===== config.mk =====
export PLATFORM = sky130hd
export DESIGN_NAME = period_capture_flat
export DESIGN_NICKNAME = d
export VERILOG_FILES = /design/src/rtl/period_capture_if.sv /design/src/rtl/period_capture.sv /design/src/flat_wrapper.sv
export SDC_FILE = /design/constraint.sdc
export NUM_CORES = 1
export LEC_CHECK = 0
export ABC_CLOCK_PERIOD_IN_PS = 2400
export CORE_MARGIN = 2
export CORE_UTILIZATION = 55
export CTS_BUF_LIST = sky130_fd_sc_hd__clkbuf_16
export CTS_CLUSTER_SIZE = 10
export DETAILED_ROUTE_END_ITERATION = 6
export DONT_BUFFER_PORTS = 1
export GPL_TIMING_DRIVEN = 0
export PLACE_DENSITY = 0.75
export REMOVE_ABC_BUFFERS = 1
export SLEW_MARGIN = 30
export SYNTH_ARGS = -nofsm -noshare
export SYNTH_HDL_FRONTEND = slang
export SYNTH_SLANG_ARGS = --single-unit

===== constraint.sdc =====
create_clock -name clk -period 2.4 [get_ports clk]
set_input_delay 0.48 -clock clk [delete_from_list [all_inputs] [get_ports clk]]
set_output_delay 0.48 -clock clk [all_outputs]
set_load 0.01 [all_outputs]

===== src/rtl/period_capture_if.sv =====
// Purpose: bundles the control, pulse and result signals of period_capture.
// Latency: n/a (wires only).
// Backpressure: result is held while period_valid && !period_ready.
// Ports: master = controller/consumer side, slave = period_capture side.
//   arm, timeout_val, pulse_in, period_ready : master -> slave
//   period_out, period_valid, overrun, timeout, busy : slave -> master
interface period_capture_if;
   logic        arm;
   logic [31:0] timeout_val;
   logic        pulse_in;
   logic [31:0] period_out;
   logic        period_valid;
   logic        period_ready;
   logic        overrun;
   logic        timeout;
   logic        busy;

   modport master (
      output arm, timeout_val, pulse_in, period_ready,
      input  period_out, period_valid, overrun, timeout, busy
   );

   modport slave (
      input  arm, timeout_val, pulse_in, period_ready,
      output period_out, period_valid, overrun, timeout, busy
   );
endinterface


===== src/rtl/period_capture.sv =====
// Purpose: measures the rising-edge-to-rising-edge period of pulse_in in clk cycles.
// Latency: a result appears on the clock edge that samples the closing rising edge.
// Backpressure: result held until period_ready; a capture while still pending is dropped and flags overrun.
// Ports:
//   clk, rst : clock and synchronous active-high reset
//   bus      : period_capture_if.slave (arm, timeout_val, pulse_in, period_ready in;
//              period_out, period_valid, overrun, timeout, busy out)
module period_capture (
   input logic             clk,
   input logic             rst,
   period_capture_if.slave bus
);

   typedef enum logic [1:0] {
      IDLE       = 2'd0,
      WAIT_FIRST = 2'd1,
      MEASURE    = 2'd2
   } state_t;

   state_t      state_q;
   logic [31:0] cnt_q;
   logic        prev_q;
   logic [31:0] tmo_q;
   logic [31:0] period_out_q;
   logic        period_valid_q;
   logic        overrun_q;
   logic        timeout_q;
   logic        busy_q;

   logic        rise_det;
   logic        hs;
   logic [31:0] cnt_inc_d;

   assign rise_det  = bus.pulse_in & ~prev_q;
   assign hs        = period_valid_q & bus.period_ready;
   // Counter sticks at all-ones instead of wrapping to a misleading small period.
   assign cnt_inc_d = (cnt_q == 32'hFFFF_FFFF) ? cnt_q : cnt_q + 32'd1;

   always_ff @(posedge clk) begin
      if (rst) begin
         state_q        <= IDLE;
         cnt_q          <= 32'd0;
         prev_q         <= 1'b0;
         tmo_q          <= 32'd0;
         period_out_q   <= 32'd0;
         period_valid_q <= 1'b0;
         overrun_q      <= 1'b0;
         timeout_q      <= 1'b0;
         busy_q         <= 1'b0;
      end else begin
         // Edge history tracks pulse_in in every state so a level already high
         // at arm time is not mistaken for a fresh edge later.
         prev_q <= bus.pulse_in;

         if (bus.arm) begin
            // arm overrides everything, including an edge in the same cycle.
            state_q        <= WAIT_FIRST;
            tmo_q          <= bus.timeout_val;
            cnt_q          <= 32'd0;
            timeout_q      <= 1'b0;
            overrun_q      <= 1'b0;
            period_valid_q <= 1'b0;
            busy_q         <= 1'b1;
         end else begin
            if (hs) begin
               period_valid_q <= 1'b0;
            end

            case (state_q)
               IDLE: begin
                  // Edges are ignored until armed.
               end

               WAIT_FIRST: begin
                  if (rise_det) begin
                     state_q <= MEASURE;
                     cnt_q   <= 32'd1;
                  end
               end

               MEASURE: begin
                  if (rise_det) begin
                     cnt_q <= 32'd1;
                     // Slot is free if empty or being drained this very cycle.
                     if (!period_valid_q || bus.period_ready) begin
                        period_out_q   <= cnt_q;
                        period_valid_q <= 1'b1;
                     end else begin
                        overrun_q <= 1'b1;
                     end
                  end else if ((tmo_q != 32'd0) && (cnt_q == tmo_q)) begin
                     timeout_q <= 1'b1;
                     state_q   <= WAIT_FIRST;
                     cnt_q     <= 32'd0;
                  end else begin
                     cnt_q <= cnt_inc_d;
                  end
               end

               default: begin
                  state_q <= IDLE;
                  busy_q  <= 1'b0;
               end
            endcase
         end
      end
   end

   assign bus.period_out   = period_out_q;
   assign bus.period_valid = period_valid_q;
   assign bus.overrun      = overrun_q;
   assign bus.timeout      = timeout_q;
   assign bus.busy         = busy_q;

endmodule


===== src/flat_wrapper.sv =====
// flat-port wrapper written by rule: the top's interface ports become plain ports
module period_capture_flat 
  (clk, rst, bus_arm, bus_timeout_val, bus_pulse_in, bus_period_ready, bus_period_out, bus_period_valid, bus_overrun, bus_timeout, bus_busy);
  period_capture_if bus_i ();
  input logic clk;
  input logic rst;
  input wire logic [$bits(bus_i.arm)-1:0] bus_arm;
  input wire logic [$bits(bus_i.timeout_val)-1:0] bus_timeout_val;
  input wire logic [$bits(bus_i.pulse_in)-1:0] bus_pulse_in;
  input wire logic [$bits(bus_i.period_ready)-1:0] bus_period_ready;
  output wire logic [$bits(bus_i.period_out)-1:0] bus_period_out;
  output wire logic [$bits(bus_i.period_valid)-1:0] bus_period_valid;
  output wire logic [$bits(bus_i.overrun)-1:0] bus_overrun;
  output wire logic [$bits(bus_i.timeout)-1:0] bus_timeout;
  output wire logic [$bits(bus_i.busy)-1:0] bus_busy;
  assign bus_i.arm = bus_arm;
  assign bus_i.timeout_val = bus_timeout_val;
  assign bus_i.pulse_in = bus_pulse_in;
  assign bus_i.period_ready = bus_period_ready;
  assign bus_period_out = bus_i.period_out;
  assign bus_period_valid = bus_i.period_valid;
  assign bus_overrun = bus_i.overrun;
  assign bus_timeout = bus_i.timeout;
  assign bus_busy = bus_i.busy;
  period_capture u_core (.clk(clk), .rst(rst), .bus(bus_i));
endmodule

After elaboration in Yosys (flattened, before gate mapping)
Cells that the tools add are included.
{"block": "totals", "output_inout_bits": 36, "wordCells": 61, "inputBits": 37, "reg_bits": 103}
{"block": "classes", "n_reduce_logical": 14, "n_mux": 16, "n_addsub": 1, "n_bitwise": 7, "eq_ne": 13}
{"operator": "32-bit two-way mux", "count": 4}
{"operator": "32-bit case mux with 2 select lines", "count": 1}
{"operator": "32-bit by 1-bit adder with 32-bit output (second input constant)", "count": 1}
{"operator": "32-bit equality test", "count": 1}
{"operator": "32-bit equality test (second input constant)", "count": 1}
{"operator": "32-bit nonzero test", "count": 1}
{"operator": "4-bit AND reduction", "count": 3}
{"operator": "3-bit AND reduction", "count": 3}
{"operator": "1-bit two-way mux", "count": 7}
{"operator": "2-bit two-way mux", "count": 3}
{"operator": "2-bit by 1-bit inequality test with 1-bit output (second input constant)", "count": 3}
{"operator": "3-bit by 2-bit inequality test with 1-bit output (second input constant)", "count": 2}
{"operator": "2-bit case mux with 3 select lines", "count": 1}
{"operator": "1-bit NOT", "count": 5}
{"operator": "2-bit inequality test (second input constant)", "count": 2}
{"operator": "4-bit by 3-bit inequality test with 1-bit output (second input constant)", "count": 1}
{"operator": "3-bit inequality test (second input constant)", "count": 1}
{"operator": "3-bit OR reduction", "count": 1}
{"operator": "1-bit AND", "count": 2}
{"operator": "2-bit by 1-bit equality test with 1-bit output (second input constant)", "count": 1}
{"operator": "2-bit equality test (second input constant)", "count": 1}
{"operator": "2-bit logical NOT", "count": 1}
{"operator": "2-bit nonzero test", "count": 1}
{"operator": "2-bit OR reduction", "count": 1}
{"operator": "3 further kinds", "count": 3}

Depth between registers and ports, before layout
Gate-level depths: netlist of run 1.
{"block": "logic_depth", "word_depth": 6, "mapped_depth": 9, "depth_no_buf": 8}

Least setup slack after synthesis of run 1
No wires, ideal clock.
{"block": "synth_path", "kind": "register to register", "start": "reg u_core.cnt_q[1]", "end": "reg u_core.cnt_q[27]", "period_less_slack_ps": 2303, "required_ps": 2278, "arrival_ps": 2181, "slack_ps": 97, "path_stages_with_launch": 9, "path_cell_list": "dfxtp_1 ha_1 nand3_1 or4_4 nor3_4 nand3_2 nor4b_4 buf_2 a221o_1"}
{"block": "synth_via", "elab_chain_cells": 5, "word_cells_on_any_way": 10, "classes_between": "1 x add/sub; 3 x eq/ne; 4 x mux; 2 x reduce/logical"}
{"element": "start: declaration", "line": "period_capture.sv:21", "rtl": "logic [31:0] cnt_q;"}
{"element": "start signal: assignment", "line": "period_capture.sv:96", "rtl": "cnt_q <= cnt_inc_d;"}
{"element": "32-bit by 1-bit adder with 32-bit output / 32-bit equality test (equally long branches)", "line": "period_capture.sv:37, period_capture.sv:91"}
{"element": "32-bit two-way mux / 1-bit logical AND (equally long branches)", "line": "period_capture.sv:37, period_capture.sv:91"}
{"element": "32-bit two-way mux", "line": "period_capture.sv:91", "rtl": "end else if ((tmo_q != 32'd0) && (cnt_q == tmo_q)) begin"}
{"element": "32-bit two-way mux", "line": "period_capture.sv:82", "rtl": "if (rise_det) begin"}
{"element": "32-bit case mux with 2 select lines", "line": "period_capture.sv:69", "rtl": "case (state_q)"}
Parallel ways exist; a longest one is shown, timed or not. The select of a mux whose other input is x is not followed.
A chain may end at the register's enable or synchronous reset.

Final worst setup path of run 1
{"block": "layout_path", "start": "reg u_core.cnt_q[23]", "end": "reg u_core.cnt_q[28]"}
The elaborated chain is that of the path after synthesis.

==> metrics.txt, run 1 <==
mux cell area share after synthesis 0.0744; CP endpoint u_core.cnt_q[28]; Worst Max-Slew Pin Slew 0.543 ns; most instantiated library cell after synthesis dfxtp_1; CP Data Required Time 2.62 ns; Leakage 0.00222 µW; achievable frequency 399 MHz; ANT cells 0; depth of the worst register-to-register path 8; post-detail-place hpwl 8220 µm; overall routed net length 13100 µm; vias in the first global route 3979; R2R Path Start u_core.cnt_q[23]; final setup fails 9; failing checks setup timing; largest family of logic cells by synthesized area simple AND/OR/NAND/NOR gates; Mapped Cells 578; Port Buf Inserts 0; Die Wd 97.9 µm; Worst setup SP type flop; Critical Path AT 2.73 ns; via count 4406; Post-synth EDFFs 0; Clock Skew 0.00863 ns; max-slew violation count 0; RD Place Congestion 0.882; Pwr Total 3330 µW; Max Cap Viol 0; DIE HEIGHT 97.9 µm; flop2flop setup slack -0.11 ns; Slew HR 0.636; Nets 617; layout cell share with drive strength beyond 1 0.185; library cells used by synthesis 51; Hold WC Path Type in2reg; post-synthesis adder-cell area fraction 0.0129; Core Region 0.00864 mm²; CP Cell Sequence xor2_1 -> nor4_2 -> nand4_1 -> buf_4 -> or3_1 -> nand3_2 -> a2bb2oi_1 -> mux2i_1; gr usage total 0.257; Via density 6.41; Tmin final 2.51 ns; Compound-Gate Fraction of Synth Area 0.126; Seq cells post-synth 103; Clock Root Buffer clkbuf_16; RSZ-0062 raised after global routing yes; io pins 73; Worst IR Drop VDD 365 µV; syn_area_per_cell 8.38 µm²; XOR/XNOR Fraction of Synth Area 0.0579; critical path peak fanout 8; initial antenna violation count 0; row count 34; Clock Latency Late Sink 0.35 ns; pre-CTS setup slack -1.00 ns; run status finished, violations left; slowest cell on the critical path or3_1; Area Growth Syn to Fin 15.0%; DRC viols 0; cts hold-fix bufs 0; Layout fillers 700; CTS sink count 103; Placed Cells 642; Synth Cell Area 0.00484 mm²; synth cell count leaders dfxtp_1, nand2_1, nor2_1; Seq/Total Area, Yosys 0.426; ranking of synthesized cells by area dfxtp_1, mux2i_1, nand2_1; CTS clk-pin slew, worst paths 0.07 ns; htree depth 3; Initial Utilization 0.561; Final Non-Filler Cells 687; Worst setup EP type flop; Post-DRT Antenna Nets 0; Ys Warns 0; power density over cell area 598 mW/mm²; CTS Buffer Depth 2; post-synthesis async set-or-reset flop share 0; Routed WL per cell 19.1 µm; die area 0.00958 mm²; Primary FF master, synth dfxtp_1; Worst Path Class, Setup reg2reg; Synth Area in Simple Gates 0.256; total CTS buffers 9; first-pass GRT wire length 20000 µm; Max stage delay on crit path 0.45 ns; Final Hold Vio Count 0; post-route clock period utilization 1.04; TritonCTS clock tree yes; largest net degree at the start of global routing 70; first drt pass iteration count 5; initial drt markers 606; crit path setup slack, layout -0.107 ns; Setup crit start u_core.cnt_q[23]; r2r endpoint u_core.cnt_q[28]; cell accounting for the most synthesized area dfxtp_1; total gr overflow 0; post-synth top area share 0.426
[power breakdown]
part           leakage (µW)  internal, µW  switching (µW)  total (µW)
Sequential         0.000855          1740            43.3        1780
Clock              0.000125           693             641        1330
Combinational       0.00124           104             115         220
[worst min-delay path by stage]
| stage | startpoint | endpoint | slack, ns | depth (start not counted) |
|---|---|---|---|---|
| 2_1_floorplan | u_core.cnt_q[30] | u_core.bus.period_out[30] | 0.47 | 2 |
| 3_3_place_gp | u_core.bus.period_out[20] | u_core.bus.period_out[20] | 0.49 | 2 |
| 3_5_place_dp | u_core.bus.period_out[11] | u_core.bus.period_out[11] | 0.49 | 2 |
| 4_1_cts | rst | u_core.bus.period_out[10] | 0.20 | 1 |
| 5_1_grt | rst | u_core.tmo_q[16] | 0.19 | 1 |
| 6_report | rst | u_core.tmo_q[19] | 0.20 | 1 |
[state kept, by name (all words and copies together) (netlist names)]
register and flops:
u_core.bus.period_out 32, u_core.cnt_q 32, u_core.tmo_q 32, u_core.state_q 2, u_core.bus.busy 1, u_core.bus.overrun 1
u_core.bus.period_valid 1, u_core.bus.timeout 1, u_core.prev_q 1
[final cells by class]
| type | count | area, µm² | share of cell area |
|---|---|---|---|
| multi-input cells | 421 | 2720 | 0.487 |
| inverters | 8 | 30.0 | 0.00539 |
| repair buffers | 32 | 302 | 0.0541 |
| clock buffers | 9 | 225 | 0.0404 |
| well taps | 108 | 135 | 0.0242 |
| flip-flops and latches | 103 | 2120 | 0.381 |
| clock inverters | 6 | 40.0 | 0.00718 |
[metrics by stage]
step           setup TNS (ns)  instance area (µm²)  utilization  hold slack (ns)
6_report               -0.302                 5570        0.645            0.199
5_1_grt                 -1.33                 5570        0.645            0.191
4_1_cts                     0                 5270        0.610            0.196
3_5_place_dp           -22.93                 4820        0.558            0.490
3_3_place_gp           -59.68                 4780        0.553            0.487
2_1_floorplan          -14.88                 4640            -            0.471
[repair_timing]
| item | CTS | global route |
|---|---|---|
| cloned | 1 | 1 |
| pin swaps | 7 | 19 |
| buffers inserted | 12 | 16 |
| setup endpoints to repair | 32 | 29 |
| resized for setup | 31 | 43 |
[placed cells by master, fill, tap and decap left out, drive strengths merged, types with 2 or more instances in the layout]
master	count
clkinvlp	3
clkinv	2
nand4	12
or2	2
dfxtp	103
or3	3
o21ai	7
inv	9
nor4	19
and3	13
and2	2
a2bb2oi	5
ha	5
a221o	6
nand2	86
or4	2
xor2	32
clkbuf	9
o31ai	9
nor2b	5
nand3	35
o211ai	12
a21oi	40
nor2	65
o311ai	2
mux2i	36
buf	32
nor3	7
a31oi	3
[critical path, delay by kind of cell, from the launching register on]
family | cells | cell delay (ns)
multiplexers | 1 | 0.12
AND/OR/NAND/NOR | 4 | 1.24
buffers and inverters | 1 | 0.19
XOR/XNOR | 1 | 0.17
AO/OA/AOI/OAI | 1 | 0.27
flip-flops | 1 | 0.37
[cells by family (layout without fill, tap and decap cells)]
kind of cell / Yosys count / after routing
compound gates: 90 / 91
xor+xnor: 32 / 32
fa+ha+maj: 5 / 5
buf+inv: 55 / 55
flops: 103 / 103
mux: 36 / 36
simple gates: 257 / 257
[layer usage]
metal  GRT usage  share of wire
met2       0.408           0.46
met4      0.0951          0.033
met1       0.335           0.41
met3      0.0709           0.10
met5           0              0
(Power assumes the default switching activity.)
==> run 2, diff against run 1 <==
--- a/config.mk
+++ b/config.mk
@@ -9,7 +9,7 @@
 export CORE_MARGIN = 2
 export CORE_UTILIZATION = 55
 export CTS_BUF_LIST = sky130_fd_sc_hd__clkbuf_16
-export CTS_CLUSTER_SIZE = 10
+export CTS_CLUSTER_SIZE = 8
 export DETAILED_ROUTE_END_ITERATION = 6
 export DONT_BUFFER_PORTS = 1
 export GPL_TIMING_DRIVEN = 0
==> results of run 2 <==
No change in the layout: final DEF, timing and power equal those of run 1.
